--- config.mk ---
export PLATFORM = sky130hd
export DESIGN_NAME = sccb_target
export DESIGN_NICKNAME = d
export VERILOG_FILES = /design/src/rtl/sccb_target.sv
export SDC_FILE = /design/constraint.sdc
export NUM_CORES = 2
export LEC_CHECK = 0
export ABC_AREA = 1
export BUFFER_PORTS_ARGS = -buffer_cell sky130_fd_sc_hd__buf_2
export CAP_MARGIN = 15
export CORE_ASPECT_RATIO = 1.1
export CORE_UTILIZATION = 38
export CTS_CLUSTER_DIAMETER = 50
export DETAILED_ROUTE_END_ITERATION = 8
export GPL_TIMING_DRIVEN = 1
export PLACE_DENSITY = 0.48
export SKIP_CTS_REPAIR_TIMING = 1
export SYNTH_ARGS = -nofsm -noshare
export SYNTH_HDL_FRONTEND = slang
export SYNTH_SLANG_ARGS = --single-unit
--- constraint.sdc ---
create_clock -name clk -period 102.6 [get_ports clk]
set_input_delay 20.52 -clock clk [delete_from_list [all_inputs] [get_ports clk]]
set_output_delay 20.52 -clock clk [all_outputs]
set_load 0.01 [all_outputs]
--- src/rtl/sccb_target.sv ---
// SCCB (I2C-compatible) camera-side target: oversamples SIOC/SIOD in the clk domain,
// decodes 3-phase writes, 2-phase sub-address writes and 2-phase reads against a 256x8 register file.
module sccb_target #(
    parameter logic [7:0] DEVICE_ID   = 8'h42,
    parameter int         SYNC_STAGES = 2
) (
    input  logic       clk,
    input  logic       rst,
    input  logic       sioc,
    input  logic       siod_in,
    output logic       siod_oe,
    output logic       busy,
    output logic       reg_wr_en,
    output logic [7:0] reg_wr_addr,
    output logic [7:0] reg_wr_data
);

    typedef enum logic [3:0] {
        IDLE,
        ID,
        ID_ACK,
        SUB,
        SUB_ACK,
        WDATA,
        WDATA_ACK,
        RDATA,
        RD_NACK,
        WAIT_STOP
    } state_t;

    state_t state, state_next;

    logic [SYNC_STAGES-1:0] sioc_sync, siod_sync;
    logic sioc_s, siod_s, sioc_d, siod_d;
    logic sioc_rise, sioc_fall, siod_rise, siod_fall;
    logic start_det, stop_det;

    logic [3:0] bit_cnt, bit_cnt_next;
    logic [6:0] shift, shift_next;
    logic [7:0] rx_byte;
    logic       is_read, is_read_next;
    logic [7:0] pointer, pointer_next;
    logic [7:0] rd_shift, rd_shift_next;
    logic       oe_next, busy_next, wr_fire;
    logic [7:0] regfile [256];
    logic [7:0] rd_byte;

    // Synchronizers reset to the idle-high bus level so reset release creates no edges
    always_ff @(posedge clk or posedge rst) begin
        if (rst) begin
            sioc_sync <= '1;
            siod_sync <= '1;
            sioc_d    <= 1'b1;
            siod_d    <= 1'b1;
        end else begin
            sioc_sync <= {sioc_sync[SYNC_STAGES-2:0], sioc};
            siod_sync <= {siod_sync[SYNC_STAGES-2:0], siod_in};
            sioc_d    <= sioc_s;
            siod_d    <= siod_s;
        end
    end

    assign sioc_s    = sioc_sync[SYNC_STAGES-1];
    assign siod_s    = siod_sync[SYNC_STAGES-1];
    assign sioc_rise = sioc_s & ~sioc_d;
    assign sioc_fall = ~sioc_s & sioc_d;
    assign siod_rise = siod_s & ~siod_d;
    assign siod_fall = ~siod_s & siod_d;

    // A coincident SIOC edge turns a SIOD edge into an ordinary data bit
    assign start_det = siod_fall & sioc_s & ~sioc_rise & ~sioc_fall;
    assign stop_det  = siod_rise & sioc_s & ~sioc_rise & ~sioc_fall;

    assign rx_byte = {shift, siod_s};
    assign rd_byte = regfile[pointer];

    always_ff @(posedge clk or posedge rst) begin
        if (rst) begin
            state    <= IDLE;
            bit_cnt  <= 4'd0;
            shift    <= 7'd0;
            is_read  <= 1'b0;
            pointer  <= 8'h00;
            rd_shift <= 8'h00;
            siod_oe  <= 1'b0;
            busy     <= 1'b0;
        end else begin
            state    <= state_next;
            bit_cnt  <= bit_cnt_next;
            shift    <= shift_next;
            is_read  <= is_read_next;
            pointer  <= pointer_next;
            rd_shift <= rd_shift_next;
            siod_oe  <= oe_next;
            busy     <= busy_next;
        end
    end

    // ACK states use siod_oe itself as the phase flag: first fall pulls low, second fall releases
    always_comb begin
        state_next    = state;
        bit_cnt_next  = bit_cnt;
        shift_next    = shift;
        is_read_next  = is_read;
        pointer_next  = pointer;
        rd_shift_next = rd_shift;
        oe_next       = siod_oe;
        busy_next     = busy;
        wr_fire       = 1'b0;

        if (start_det) begin
            state_next   = ID;
            bit_cnt_next = 4'd0;
            busy_next    = 1'b1;
            oe_next      = 1'b0;
        end else if (stop_det) begin
            state_next = IDLE;
            busy_next  = 1'b0;
            oe_next    = 1'b0;
        end else begin
            case (state)
                ID, SUB, WDATA: begin
                    if (sioc_rise) begin
                        shift_next   = {shift[5:0], siod_s};
                        bit_cnt_next = bit_cnt + 4'd1;
                        if (bit_cnt == 4'd7) begin
                            bit_cnt_next = 4'd0;
                            if (state == ID) begin
                                if (rx_byte[7:1] == DEVICE_ID[7:1]) begin
                                    state_next   = ID_ACK;
                                    is_read_next = rx_byte[0];
                                end else begin
                                    state_next = WAIT_STOP;
                                end
                            end else if (state == SUB) begin
                                pointer_next = rx_byte;
                                state_next   = SUB_ACK;
                            end else begin
                                wr_fire    = 1'b1;
                                state_next = WDATA_ACK;
                            end
                        end
                    end
                end
                ID_ACK, SUB_ACK, WDATA_ACK: begin
                    if (sioc_fall) begin
                        if (!siod_oe) begin
                            oe_next = 1'b1;
                        end else begin
                            oe_next      = 1'b0;
                            bit_cnt_next = 4'd0;
                            if (state == ID_ACK) begin
                                if (is_read) begin
                                    state_next    = RDATA;
                                    oe_next       = ~rd_byte[7];
                                    rd_shift_next = {rd_byte[6:0], 1'b0};
                                end else begin
                                    state_next = SUB;
                                end
                            end else if (state == SUB_ACK) begin
                                state_next = WDATA;
                            end else begin
                                state_next = WAIT_STOP;
                            end
                        end
                    end
                end
                RDATA: begin
                    if (sioc_rise) begin
                        bit_cnt_next = bit_cnt + 4'd1;
                    end else if (sioc_fall) begin
                        if (bit_cnt == 4'd8) begin
                            oe_next    = 1'b0;
                            state_next = RD_NACK;
                        end else begin
                            oe_next       = ~rd_shift[7];
                            rd_shift_next = {rd_shift[6:0], 1'b0};
                        end
                    end
                end
                RD_NACK: begin
                    if (sioc_rise) begin
                        state_next = WAIT_STOP;
                    end
                end
                WAIT_STOP: begin
                    oe_next = 1'b0;
                end
                default: begin
                    state_next = IDLE;
                end
            endcase
        end
    end

    // Register file and strobe share the edge that samples the 8th data bit
    always_ff @(posedge clk or posedge rst) begin
        if (rst) begin
            for (int i = 0; i < 256; i++) begin
                regfile[i] <= 8'h00;
            end
            reg_wr_en   <= 1'b0;
            reg_wr_addr <= 8'h00;
            reg_wr_data <= 8'h00;
        end else begin
            reg_wr_en <= wr_fire;
            if (wr_fire) begin
                regfile[pointer] <= rx_byte;
                reg_wr_addr      <= pointer;
                reg_wr_data      <= rx_byte;
            end
        end
    end

endmodule

==> reports/qor.yml <==
status: "finished clean"
cp.required_ns: 103.42
ys_ff_latch: 2104
totalNegativeSetupSlack_ns: 0
ios: 23
synthCells: 11500
h-tree-depth: 5
finalHoldViolCount: 0
num_vias: 77500
max_stage_delay_ns: 0.88
start_util_pct: 38.4
drt-wirelength-per-cell_um: 22.5
cts_num_sinks: 2104
cp_top_family: "buffers and inverters"
grt_max_degree: 174
grt_pass1_vias: 75100
synth_edf_count: 0
grt_use_total_pct: 26.4
root_buffer: "clkbuf_16"
hpwl_um: 183000
cts_buffers: 279
gp_congestion: 0.814
crit_cells: 6
final_cells: 14600
slowest_stage: "buf_4"
endpoint_kind: "asynchronous set/reset pin"
power.density_nw_per_um2: 18.7
critical_path_arrival_ns: 24.63
fp-row-count: 190
core_sq_um: 244000
reg2regPathDepth: 17
layout_min_cycle_time_ns: 23.81
antenna_found_initial: 8
syn_avg_cell_area_sq_um: 8.14
cp_common_cell: "buf_4"
clkTransAtPathRegs_ns: 0.06
leakage_nw: 47.8
fp.dieW_um: 476
slew_viol_final: 0
grt_first_pass_wirelength_um: 496000
ys_warn_count: 0
netlist_area_sq_um: 93700
portBuffers: 22
wl_um: 327000
die_h_um: 523
cts_tree: "yes"
rsz0062_at_grt: "no"
synthFlopType: "dfrtp_1"
clk_latency_ns: 0.86
r2r_slack_ns: 95.73
setup_viol: 0
crit_type: "in2async"
final_common_cell: "nand2_1"
fin_nets: 11100
first_iter_violations: 7946
drive_gt1_share_pct: 7.18
dr.pass1.iters: 7
crit_buf_inv: 6
seq_area_frac_synth_pct: 56.2
yosysUniqueCellTypes: 36
ant_nets: 0
via_per_inst: 5.33
grt_remaining_overflow: 0
clock_skew_ns: 0.0495
drc: 0
timing.fmax_ghz: 0.0420
r2r_start: "pointer[1]"
relSlewSlack_pct: 27.6
crit_chain: "buf_2, inv_8, buf_4, buf_4, buf_4, buf_4"
area_growth_pct: 11.7
worst_ir_drop_vdd_mv: 0.0135
worstSetupStartpointType: "primary input"
crit_start: "rst"
min_path_type: "reg2reg"
endpoint: "regfile[372]"
worst_pin_slew_ns: 1.09
synthArstFlopShare_pct: 100
worst-path-max-fanout: 115
fin_crit_sh_pct: 23.2
worst_r2r_endpoint: "rd_shift[5]"
mostFrequentLayoutCells: "nand2_1, dfrtp_1, o21ai_1, o21ai_0, nand4_1"
clock_path_buffers: 4
maxCapViolations: 0
synth_fp_nets: 11500
post-place-cells: 14100
dieArea_sq_um: 249000
[synthesized netlist by cell type (2+ instances only)]
master	instances	area (sq um)
nor2_8	8	160
nor3_1	4	20.0
nor2_1	191	717
nand2_1	5322	20000
clkbuf_1	444	1670
inv_1	40	150
buf_2	328	1640
nand3_1	56	280
buf_6	13	146
o21bai_1	2	15.0
dfrtp_1	2098	52500
a21oi_1	61	305
o21ai_1	1186	5940
buf_1	34	128
ha_1	2	25.0
nand4_1	302	1890
dfstp_2	6	158
o21ai_0	1018	5090
buf_4	18	135
clkinv_1	5	18.8
a22oi_1	146	1100
nand2_2	123	769
inv_2	22	82.6
nor2_4	25	282
nor2_2	8	50.1
a211oi_1	2	15.0
nand2_4	33	372
nor4_1	2	12.5
[cells by family (layout without fill, tap and decap cells)]
family          after synthesis  after routing  share of synthesized area [%]
compound gates             2419           2419                           13.3
other cells                   0              3                              0
flops                      2104           2104                           56.2
buf+inv                     905            685                           4.25
simple gates               6077           6077                           26.2
fa+ha+maj                     2              2                         0.0267
[registers in the layout (all words and copies together), names as in the netlist, 2 cells and up]
register	cells
bit_cnt	4
pointer	8
rd_shift	7
reg_wr_addr	8
reg_wr_data	8
regfile	2048
shift	7
sioc_sync	2
siod_sync	2
state	4
[area by class of cell]
class	count	area, sq um
Antenna cell	3	7.51
Clock buffer	393	8140
Clock inverter	88	1060
Fill cell	24900	140000
Inverter	67	344
Multi-Input combinational cell	8498	37100
Sequential cell	2104	52700
Tap cell	3264	4080
Timing Repair Buffer	137	1220
[through the flow]
stage | total power, mW | area [sq um] | hold slack (ns) | worst slack, ns | util (%)
6_report | 1.96 | 105000 | 0.355 | 78.79 | 42.8
4_1_cts | 1.98 | 105000 | 0.356 | 78.58 | 42.8
3_3_place_gp | 0.996 | 95400 | 0.348 | 77.78 | 39.1
5_1_grt | 2.03 | 105000 | 0.359 | 78.15 | 42.8
3_5_place_dp | 0.997 | 95400 | 0.348 | 77.67 | 39.1
2_1_floorplan | 0.937 | 93700 | 0.345 | 22.65 | -
[how the worst min path moves through the flow]
| stage | startpoint | endpoint | slack [ns] | depth (start not counted) |
|---|---|---|---|---|
| detailed placement | siod_sync[0] | siod_sync[1] | 0.35 | 0 |
| CTS | siod_sync[0] | siod_sync[1] | 0.36 | 0 |
| floorplan | sioc_sync[0] | sioc_sync[1] | 0.35 | 0 |
| finish | siod_sync[0] | siod_sync[1] | 0.36 | 0 |
| global placement | siod_sync[0] | siod_sync[1] | 0.35 | 0 |
| global route | siod_sync[0] | siod_sync[1] | 0.36 | 0 |
[power by group]
| part | switching [mW] | internal, mW | leakage [nW] |
|---|---|---|---|
| clock | 0.379 | 0.599 | 4.50 |
| sequential | 0.00417 | 0.834 | 29.4 |
| combinational | 0.131 | 0.0114 | 14.0 |
[worst reg2reg max path, delay by kind of cell (launching register included)]
kind	cells	cell delay, ns
AO/OA/AOI/OAI	3	0.94
buffers and inverters	6	4.24
flip-flops	1	0.82
AND/OR/NAND/NOR	8	0.82
[per-layer routing]
metal | part of all wire, % | track usage (%) | up-vias | routed length [um]
met5 | 0 | 0 | - | 0
met4 | 3.1 | 8.28 | 0 | 10200
met3 | 5.9 | 4.17 | 477 | 19200
met2 | 46 | 42.0 | 2289 | 150000
met1 | 45 | 36.7 | 38200 | 148000
li1 | - | - | 36600 | -
Power figures use the tool's default switching activity.
